--- src/rtl/ccg_sig_eval.sv ---
// ---------------------------------------------------------------------------
// ccg_sig_eval
//
// Sequential evaluation harness for generated combinational (or pipelined)
// benchmark circuits. On an accepted start it walks cut_in through every one
// of the 2^N_IN input vectors in ascending order. The CUT response is folded
// into a multiple-input signature register (MISR) in the cycles where the
// CUT output corresponds to an applied vector. At the end of the run the
// signature is compared against a golden value.
//
// CUT latency is covered by delaying a "vector applied" flag through a
// CUT_LAT-deep shift register. Captures therefore line up with the CUT
// output regardless of how many register stages the CUT contains.
//
// Ports
//   clk        in   1       rising-edge clock
//   rst_n      in   1       asynchronous active-low reset
//   start      in   1       run request, honoured only in IDLE or DONE
//   golden     in   SIG_W   expected signature, sampled as DONE is entered
//   cut_in     out  N_IN    vector driven to the CUT
//   cut_out    in   N_OUT   CUT response
//   busy       out  1       high while vectors are applied or the CUT drains
//   done       out  1       one-cycle pulse on entering DONE
//   pass       out  1       signature matched golden, held until next start
//   signature  out  SIG_W   live MISR contents
// ---------------------------------------------------------------------------
module ccg_sig_eval #(
  parameter int               N_IN    = 2,
  parameter int               N_OUT   = 8,
  parameter int               SIG_W   = 16,
  parameter logic [SIG_W-1:0] POLY    = SIG_W'(16'h1021),
  parameter int               CUT_LAT = 0
) (
  input  logic             clk,
  input  logic             rst_n,
  input  logic             start,
  input  logic [SIG_W-1:0] golden,
  output logic [N_IN-1:0]  cut_in,
  input  logic [N_OUT-1:0] cut_out,
  output logic             busy,
  output logic             done,
  output logic             pass,
  output logic [SIG_W-1:0] signature
);

  // The counter is one bit wider than the vector so that the terminal value
  // 2^N_IN-1 is an exact compare with the top bit clear; it never wraps
  // back onto vector 0.
  localparam int            CNT_W      = N_IN + 1;
  localparam logic [CNT_W-1:0] LAST_VEC = {1'b0, {N_IN{1'b1}}};
  // DRAIN lasts CUT_LAT cycles: the down-counter is loaded with CUT_LAT-1
  // and DONE is entered on the cycle it reads zero.
  localparam logic [2:0]    DRAIN_INIT = 3'(CUT_LAT - 1);

  typedef enum logic [1:0] {
    S_IDLE,
    S_APPLY,
    S_DRAIN,
    S_DONE
  } state_e;

  state_e             state_q;
  logic [CNT_W-1:0]   cnt_q;
  logic [2:0]         drain_q;
  logic [SIG_W-1:0]   sig_q;
  logic               busy_q;
  logic               done_q;
  logic               pass_q;

  logic               start_ok;
  logic               apply_valid;
  logic               cap_valid;
  logic [SIG_W-1:0]   misr_step;
  logic [SIG_W-1:0]   sig_d;

  // -------------------------------------------------------------------------
  // Capture alignment: a flag raised for every applied vector, delayed by the
  // CUT latency so it marks the cycle in which the matching response appears.
  // -------------------------------------------------------------------------
  assign apply_valid = (state_q == S_APPLY);

  if (CUT_LAT == 0) begin : g_no_pipe
    assign cap_valid = apply_valid;
  end else begin : g_valid_pipe
    logic [CUT_LAT-1:0] vpipe_q;

    always_ff @(posedge clk or negedge rst_n) begin
      if (!rst_n) begin
        vpipe_q <= '0;
      end else begin
        vpipe_q <= (vpipe_q << 1) | CUT_LAT'(apply_valid);
      end
    end

    assign cap_valid = vpipe_q[CUT_LAT-1];
  end

  // -------------------------------------------------------------------------
  // MISR next value: shift left, apply feedback taps when the MSB falls off,
  // then XOR in the zero-extended CUT response.
  // -------------------------------------------------------------------------
  always_comb begin
    // NOTE: every variable assigned here gets a value on every path (the
    // defaults come first), so no latch can be inferred.
    misr_step = {sig_q[SIG_W-2:0], 1'b0};
    sig_d     = sig_q;
    if (sig_q[SIG_W-1]) begin
      misr_step = misr_step ^ POLY;
    end
    misr_step = misr_step ^ SIG_W'(cut_out);
    if (cap_valid) begin
      sig_d = misr_step;
    end
  end

  // A start is only honoured when no run is in flight.
  assign start_ok = start && ((state_q == S_IDLE) || (state_q == S_DONE));

  // -------------------------------------------------------------------------
  // Control FSM with registered outputs.
  // -------------------------------------------------------------------------
  always_ff @(posedge clk or negedge rst_n) begin
    // NOTE: state is updated with non-blocking assignments so every register
    // in this block sees the pre-edge values of the others.
    if (!rst_n) begin
      state_q <= S_IDLE;
      cnt_q   <= '0;
      drain_q <= '0;
      sig_q   <= '0;
      busy_q  <= 1'b0;
      done_q  <= 1'b0;
      pass_q  <= 1'b0;
    end else begin
      done_q <= 1'b0;

      if (start_ok) begin
        // A new run wipes the counter, signature and previous verdict.
        state_q <= S_APPLY;
        cnt_q   <= '0;
        sig_q   <= '0;
        busy_q  <= 1'b1;
        pass_q  <= 1'b0;
      end else begin
        sig_q <= sig_d;

        case (state_q)
          S_APPLY: begin
            if (cnt_q == LAST_VEC) begin
              // cut_in stays on the last vector from here until the next run.
              if (CUT_LAT == 0) begin
                state_q <= S_DONE;
                busy_q  <= 1'b0;
                done_q  <= 1'b1;
                pass_q  <= (sig_d == golden);
              end else begin
                state_q <= S_DRAIN;
                drain_q <= DRAIN_INIT;
              end
            end else begin
              cnt_q <= cnt_q + CNT_W'(1);
            end
          end

          S_DRAIN: begin
            // The final response is captured on the same edge DONE is entered.
            if (drain_q == 3'd0) begin
              state_q <= S_DONE;
              busy_q  <= 1'b0;
              done_q  <= 1'b1;
              pass_q  <= (sig_d == golden);
            end else begin
              drain_q <= drain_q - 3'd1;
            end
          end

          default: begin
            // IDLE and DONE hold until an accepted start.
          end
        endcase
      end
    end
  end

  assign cut_in    = cnt_q[N_IN-1:0];
  assign busy      = busy_q;
  assign done      = done_q;
  assign pass      = pass_q;
  assign signature = sig_q;

endmodule

--- config.mk ---
export PLATFORM = sky130hd
export DESIGN_NAME = ccg_sig_eval
export DESIGN_NICKNAME = d
export VERILOG_FILES = /design/src/rtl/ccg_sig_eval.sv
export SDC_FILE = /design/constraint.sdc
export NUM_CORES = 1
export LEC_CHECK = 0
export ABC_AREA = 1
export CORE_ASPECT_RATIO = 0.8
export CORE_MARGIN = 2
export CORE_UTILIZATION = 48
export DETAILED_ROUTE_END_ITERATION = 8
export PLACE_DENSITY = 0.75
export SYNTH_ARGS = -nofsm -noshare
export SYNTH_HDL_FRONTEND = slang
export SYNTH_SLANG_ARGS = --single-unit
--- constraint.sdc ---
create_clock -name clk -period 2.3 [get_ports clk]
set_input_delay 0.23 -clock clk [delete_from_list [all_inputs] [get_ports clk]]
set_output_delay 0.23 -clock clk [all_outputs]
set_load 0.01 [all_outputs]
==> results_dict.tcl <==
set metrics [dict create \
    cp_common_cell "nand2_1" \
    netlist_top_cells_area "dfrtp_1, nand2_1, inv_1" \
    path_clk_slew_ns 0.09 \
    place_worst_setup_slack_ns 0.512 \
    drtAntennaViolNets 0 \
    root_buffer "clkbuf_8" \
    post-route-min-period_ns 1.81 \
    io_buffers 47 \
    clk_latency_ns 0.28 \
    die_h_um 58.6 \
    p_per_area_nw_per_um2 1140 \
    ys_warn_count 0 \
    yosys.area_share.xor_xnor 0.00979 \
    setup_viol 0 \
    drive_gt1_frac 0.0402 \
    dieArea_um2 4230 \
    synthCells 275 \
    grt_pass1_vias 1566 \
    place_inst 361 \
    power.switching_mw 1.22 \
    die_w_um 72.3 \
    ys_ff_latch 27 \
    synthSimpleGateAreaFrac 0.395 \
    rsz0062_at_grt "false" \
    clockBufferDepth 2 \
    ys_types 23 \
    max_freq_mhz 551 \
    start_util 0.512 \
    htree_num_levels 1 \
    p_comb_frac 0.600 \
    ctsHoldBuffers 0 \
    cts_buffers 3 \
    muxShareOfSynthArea 0 \
    tns_ns 0 \
    startpoint "state_q[1]" \
    pin_count 48 \
    n_antenna_cell 0 \
    path_class "register to register" \
    vdd_drop_max_uv 651 \
    maxCapViolCount 0 \
    synth_top_area_share 0.378 \
    cp_top_family "simple AND/OR/NAND/NOR gates" \
    synthTopCellsByCount "nand2_1, inv_1, dfrtp_1, nor2_1, nand3_1" \
    routed_wl_mm 4.18 \
    cp.arrival_ns 2.04 \
    synth_compound_area_frac 0.0483 \
    async_flop_share 1.00 \
    hold_class "input pin to asynchronous set/reset pin" \
    worstRegToRegCells 12 \
    clock-sinks 27 \
    grt_max_degree 28 \
    cts_resized 0 \
    p_leak_nw 1.27 \
    final_hold_viol_count 0 \
    areaGrowthSynthToFinish_pct 30.7 \
    synth_seq_area_share 0.378 \
    rrSetupSlack_ns 0.49 \
    drcViolationCount 0 \
    worst_slew_pin_slew_ns 0.349 \
    drtPass1Iterations 4 \
    place.gp.congestion 0.874 \
    coreArea_um2 3490 \
    synth_largest_area_cell "dfrtp_1" \
    hpwlAfterDp_mm 3.27 \
    p_int_mw 1.45 \
    worst_slack_ns 0.485 \
    critical-path-slowest-cell "dfrtp_1" \
    switching_share 0.456 \
    drv_slew 0 \
    critPathMaxStageDelay_ns 0.39 \
    crit_chain "inv_1 -> ha_1 -> buf_4 -> or2_1 -> nand2_1 -> nand2_1 -> nand2_1 -> nor2_1 -> nand2_1 -> nor2_1 -> nand2_1 -> nand2_1" \
    r2r_end "pass" \
    cp-end-kind "register" \
    detail_route.wl_per_cell_um 11.4 \
    grt_overflow_total 0 \
    avgSynthCellArea_um2 6.51 \
    synth_top_family_by_area "simple AND/OR/NAND/NOR gates" \
    setup.worst_path.start_class "register" \
    synth_area_um2 1790 \
    finalCritPeriodShare 0.789 \
    finalClockSkew_ns 0.00352 \
    avgViaCountPerCell 4.68 \
    vias 1707 \
    rows 19 \
    relSlewSlack 0.767 \
    cts_tree "yes" \
    outcome "finished clean" \
    final-instance-count-excl-fill 365 \
    synthFlopType "dfrtp_1" \
    grt_pass1_wl_mm 7.10 \
    path_max_fanout 14 \
    pwr-share-clk 0.103 \
    drtIter0Drc 80 \
    yosys.cell_count.top_type "nand2_1" \
    grtUsageTotal 0.218 \
    cts_setup_buffers 0 \
    path_buf_inv 2 \
    synth_adder_area_share 0.0490 \
    r2r-start "state_q[1]" \
    required_ns 2.52 \
    antenna_found_initial 0 \
    p_seq_frac 0.297 \
    synth-edff-count 0 \
    nets 358 \
    synth_fp_nets 309 \
]
stage by stage:
stage	utilization	hold WS (ns)	area [um2]	power [mW]
after floorplan	-	-0.0656	1790	1.83
after global placement	0.656	0.464	2290	2.37
after detailed placement	0.656	0.466	2290	2.40
after CTS	0.669	0.321	2340	2.68
after global routing	0.669	0.334	2340	2.94
final	0.669	0.315	2340	2.67
metal layers:
| layer | vias to the layer above | global-route usage | share of wire |
|---|---|---|---|
| li1 | 919 | - | - |
| met3 | 5 | 0.0428 | 0.061 |
| met4 | 0 | 0.0485 | 0.0091 |
| met2 | 50 | 0.334 | 0.42 |
| met1 | 733 | 0.321 | 0.51 |
| met5 | - | 0 | 0 |
cell families after synthesis:
kind of cell / after synthesis
compound gates: 17
fa+ha+maj: 7
flops: 27
xor+xnor: 2
simple gates: 170
buf+inv: 52
worst reg2reg max path, cell delays in order (launching register included):
cell and delay [ns]:
dfrtp_1 0.39, inv_1 0.10, ha_1 0.31, buf_4 0.26, or2_1 0.15, nand2_1 0.07, nand2_1 0.07, nand2_1 0.05
nor2_1 0.10, nand2_1 0.07, nor2_1 0.08, nand2_1 0.05, nand2_1 0.05
worst max-delay path by stage:
stage                 to  slack, ns  cells after the start
finish              pass       0.49                     12
global route        pass       0.27                     12
CTS                 pass       0.48                     12
detailed placement  pass       0.51                     12
global placement    pass       0.56                     12
floorplan           pass       0.72                     12
flip-flops by register name, summed over array words and instances, names as in the netlist:
| name | count |
|---|---|
| cnt_q | 3 |
| busy | 1 |
| done | 1 |
| signature | 16 |
| drain_q | 3 |
| pass | 1 |
| state_q | 2 |
cell usage in the layout (no fill, tap or decap), types with 3 or more instances in the layout:
master and instances:
a21oi_1 10, nor2_1 27, inv_1 44, nand2_2 3, ha_1 7, buf_4 3
nand3b_1 8, clkbuf_8 3, clkdlybuf4s50_1 47, nand3_1 13, nand2_1 115, o21ai_1 5
dfrtp_1 27
area by class of cell:
class	count	area, um2
Tap cell	42	52.6
Clock inverter	1	5.00
Multi-Input combinational cell	196	898
Timing Repair Buffer	50	493
Clock buffer	3	41.3
Sequential cell	27	676
Fill cell	321	1160
Inverter	46	173
power by group through the flow:
stage               logic (mW)  clock network [mW]  registers, mW
global route              1.82               0.303          0.818
detailed placement        1.59                   0          0.806
floorplan                0.995                   0          0.835
CTS                       1.60               0.283          0.796
finish                    1.60               0.274          0.792
global placement          1.57                   0          0.798
Power figures use the tool's default switching activity.
==> variant 1: new RTL, config.mk and constraints unchanged <==
Register the output `cut_in`; this adds one clock of latency there. The other outputs are not delayed to match.
--- a/src/rtl/ccg_sig_eval.sv
+++ b/src/rtl/ccg_sig_eval.sv
@@ -182,5 +182,7 @@
   end
 
-  assign cut_in    = cnt_q[N_IN-1:0];
+  always_ff @(posedge clk) begin
+    cut_in <= cnt_q[N_IN-1:0];
+  end
   assign busy      = busy_q;
   assign done      = done_q;
Formal check against the unedited RTL: not equivalent (Yosys sat finds a counterexample within 4 cycles, from zero or initial values and one cycle with rst_n low).
==> variant 1 against the unedited design <==
Critical path depth increased by 1; sequential share of layout area rose by 0.84 points; sequential power up 6.7%; sequential cell count is 2 higher; setup slack got worse by 0.019 ns; non-clock buffer count unchanged; core utilization grew 1.5 points; total power increased by 6.4%; wire length increased by 5.8%; clock skew up 0.00068 ns; fmax fell by 1.0%; cell area grew 2.9%; area after synthesis is 1.2% higher; highest routed layer unchanged.
==> variant 1: results (changes against the unedited design) <==
stage	metric	value	unit	change
placement	gp_congestion	0.790		-9.6%
synth	yosysMostFrequentCell	nand2_1		
synth	yosys-top-cells-count	nand2_1 (116), inv_1 (45), dfrtp_1 (27), nor2_1 (27), nand3_1 (13)		
critical_path	cpPeakStageDelay	0.38	ns	
layout	layout-drive-gt1-share	4.26	%	+0.23 points
min_path	hp-class	input pin to asynchronous set/reset pin		
status	status	complete, no violations		
timing	clock_skew	0.00420	ns	+0.000680 ns
timing	fin_hold_ws	0.322	ns	+0.00605 ns
synth	synth-warning-count	0		unchanged
critical_path	r2r_start	state_q[1]		
grt	grt_util_all_layers	23.4	%	+1.6 points
pwr	ir_drop	790	uV	+21%
critical_path	worst-r2r-setup-slack	0.47	ns	-0.02 ns
cts	clock_latency	0.28	ns	about the same
synth	syn_nets	309		unchanged
detailed_routing	firstDrtPassIters	5		+1
cts	clkSlewWorstSetupHoldPaths	0.07	ns	-0.02 ns
grt	grt_max_degree	28		unchanged
synth	ys_types	20		-13%
synth	synth.avg_cell_area	6.58	um2	+1.2%
critical_path	cpMaxStageDelayCell	inv_1		
critical_path	critPathKind	register to register		
placement	place_hpwl	3.27	mm	about the same
layout	final_net_count	362		+1.1%
grt	antenna_found_initial	0		unchanged
detailed_routing	vias	1792		+5.0%
pwr	power.leakage	1.31	nW	+2.9%
critical_path	path_max_fanout	14		unchanged
critical_path	critPathTopFamily	simple AND/OR/NAND/NOR gates		
synth	synthArstFlopShare	93.1	%	-6.9 points
critical_path	rr_endpoint	pass		
layout	fillers	323		+0.62%
placement	dpl_worst_slack	0.509	ns	-0.00246 ns
critical_path	arrival	2.06	ns	+0.02 ns
cts	cts_buffers	5		+2
grt	grt_pass1_vias	1705		+8.9%
grt	grt_pass1_wl	7.51	mm	+5.8%
placement	port_buffers	47		unchanged
layout	syn_to_final_growth	33.0	%	
detailed_routing	wl	4.42	mm	+5.8%
detailed_routing	via_per_inst	4.83		+3.3%
layout	largest_reg_flops	16		unchanged
cts	postCtsSetupRepairBufs	0		unchanged
cts	cts-root-buf	clkbuf_8		
cts	cts_resized	0		unchanged
layout	antenna_cells	0		unchanged
cts	htree_levels	2		+1
detailed_routing	first_iter_violations	123		+54%
synth	yosys-top-cells-area	dfrtp_1 (37%), nand2_1 (24%), inv_1 (9.3%), nor2_1 (5.6%), ha_1 (4.8%)		
cts	ctsLongestPathBuffers	2		unchanged
synth	seq_area_frac_synth	39.5	%	+1.8 points
pwr	power.switching	1.26	mW	+3.5%
critical_path	r2r_cells	13		+1
timing	slew_headroom	66.7	%	-10 points
variant 1: how the worst max path moves through the flow:
stage	to	slack, ns	depth (start not counted)
2_1_floorplan	pass	0.76	12
3_3_place_gp	pass	0.57	12
3_5_place_dp	pass	0.51	13
4_1_cts	pass	0.48	13
5_1_grt	pass	0.27	13
6_report	pass	0.47	13
variant 1: logic make-up (layout without fill, tap and decap cells):
| logic type | after synthesis | count (layout) | share of synthesized area (%) |
|---|---|---|---|
| DFF | 29 | 29 | 39.5 |
| and+or+nand+nor | 170 | 170 | 38.6 |
| buffers and inverters | 50 | 104 | 11.3 |
| AOI/OAI and AO/OA | 17 | 17 | 4.77 |
| adders and majority gates | 7 | 7 | 4.84 |
| xor gates and xnor gates | 2 | 2 | 0.968 |
variant 1: layer usage:
metal / routed length (um) / vias up / GRT usage (%)
li1: - / 932 / -
met1: 2150 / 789 / 32.1
met2: 1880 / 62 / 35.2
met3: 301 / 9 / 5.48
met4: 90 / 0 / 10.6
met5: 0 / - / 0
variant 1: stage by stage:
| step | area (um2) | util [%] |
|---|---|---|
| finish | 2410 | 68.4 |
| global route | 2410 | 68.4 |
| CTS | 2410 | 68.4 |
| detailed placement | 2320 | 66.1 |
| global placement | 2320 | 66.1 |
| floorplan | 1810 | - |
variant 1: layout make-up:
type	instances	area share (%)
Multi-Input combinational cell	196	37.0
Inverter	46	7.17
Timing Repair Buffer	50	20.5
Clock inverter	2	0.416
Sequential cell	29	29.7
Tap cell	42	2.18
Clock buffer	6	3.01
variant 1: power groups by stage:
stage,sequential [mW],clock [mW],combinational [mW]
detailed placement,0.855,0,1.57
global placement,0.850,0,1.54
floorplan,0.899,0,0.947
finish,0.845,0.413,1.58
global route,0.878,0.441,1.81
CTS,0.848,0.417,1.58
==> variant 2: new RTL, config.mk and constraints unchanged <==
Made on the original files. `CUT_LAT`: 0 -> 1.
--- a/src/rtl/ccg_sig_eval.sv
+++ b/src/rtl/ccg_sig_eval.sv
@@ -30,5 +30,5 @@
   parameter int               SIG_W   = 16,
   parameter logic [SIG_W-1:0] POLY    = SIG_W'(16'h1021),
-  parameter int               CUT_LAT = 0
+  parameter int               CUT_LAT = 1
 ) (
   input  logic             clk,
Check against the original RTL: not equivalent (a bounded check fails within 4 cycles, from zero or initial values and one cycle with rst_n low).
==> variant 2 against the unedited design <==
Clock power up 13%; area after synthesis down 2.0%; wire length down 2.8%; sequential cell count up 1; highest routed layer unchanged; total power up 3.5%; sequential share of layout area up 1.6 points; setup slack better by 0.038 ns; largest cell class unchanged; cell area down 1.7%; global-route usage down 0.88 points.
==> variant 2: results (changes against the unedited design) <==
stage	metric	value	unit	change
pwr	power.leakage	1.25	nW	-1.6%
detailed_routing	wl	4.06	mm	-2.8%
pwr	ir_drop	710	uV	+9.1%
grt	grt_util_all_layers	20.9	%	-0.88 points
pwr	switching_share	44.2	%	-1.4 points
cts	clock_latency	0.28	ns	about the same
synth	synth-warning-count	0		unchanged
layout	layout-drive-gt1-share	4.90	%	+0.88 points
placement	gp_congestion	0.811		-7.2%
synth	seq_area_frac_synth	40.0	%	+2.2 points
detailed_routing	via_per_inst	4.84		+3.5%
timing	slew_headroom	74.7	%	-2.0 points
critical_path	worst-r2r-setup-slack	0.52	ns	+0.04 ns
critical_path	path_max_fanout	18		+4
pwr	p_clk_share	11.2	%	+0.9 points
synth	ys_types	25		+8.7%
synth	yosys-top-cells-area	dfrtp_1 (40%), nand2_1 (22%), inv_1 (9.0%), nand3_1 (5.1%), nor2_1 (4.7%)		
pwr	p_comb_share	57.8	%	-2.2 points
placement	place_hpwl	3.11	mm	-5.0%
critical_path	r2r_cells	11		-1
layout	final_net_count	340		-5.0%
placement	place_area	2240	um2	-2.1%
critical_path	r2r_start	state_q[0]		
detailed_routing	first_iter_violations	121		+51%
status	status	complete, no violations		
timing	clock_skew	0.00697	ns	+0.00345 ns
critical_path	arrival	2.00	ns	-0.04 ns
synth	yosys-top-cells-count	nand2_1 (102), inv_1 (42), dfrtp_1 (28)		
grt	grt_pass1_wl	6.78	mm	-4.6%
grt	grt_pass1_vias	1527		-2.5%
grt	grt_max_degree	29		+3.6%
synth	syn_nets	292		-5.5%
layout	fillers	308		-4.0%
min_path	hp-class	input pin to asynchronous set/reset pin		
==> variant 2: final cells by class <==
class | instances | area, um2 | area share (%)
multi-input cells | 181 | 841 | 36.6
flip-flops and latches | 28 | 701 | 30.5
clock buffers | 4 | 55.1 | 2.39
inverters | 44 | 165 | 7.18
well taps | 42 | 52.6 | 2.29
repair buffers | 49 | 485 | 21.1
==> variant 2: worst max path at each step <==
stage           end  cells after the start
2_1_floorplan  pass                     11
3_3_place_gp   pass                     11
3_5_place_dp   pass                     11
4_1_cts        pass                     11
5_1_grt        pass                     11
6_report       pass                     11
==> variant 2: critical path, stage by stage, from the launching register on <==
cell and delay (ns):
dfrtp_1 0.36, inv_1 0.06, ha_1 0.29, nand2_1 0.17
inv_2 0.19, nor2_1 0.19, nand2_1 0.08, nor2_1 0.09
nand3_1 0.08, nor2_1 0.09, nand3_1 0.08, nand2_1 0.06
==> variant 2: logic make-up after synthesis <==
group | synth area share, %
multiplexers | 0.571
adder cells (fa/ha/maj) | 4.28
AO/OA/AOI/OAI | 6.64
buffers and inverters | 12.1
AND/OR/NAND/NOR | 36.5
flip-flops | 40.0
==> variant 2: routing by layer <==
metal	global-route usage, %	share of wire, %
met5	0	0
met4	6.47	0.59
met3	4.70	5.8
met2	30.8	42
met1	30.9	51
==> variant 2: stage by stage <==
step | util (%) | std cells | hold slack, ns | worst slack [ns] | power (mW)
after global placement | 64.7 | 344 | 0.469 | 0.656 | 2.42
final | 66.3 | 348 | 0.325 | 0.523 | 2.76
after global routing | 66.3 | 348 | 0.343 | 0.304 | 3.02
after CTS | 66.3 | 348 | 0.335 | 0.514 | 2.76
after detailed placement | 64.7 | 344 | 0.463 | 0.534 | 2.45
after floorplan | - | 259 | -0.0656 | 0.845 | 1.91
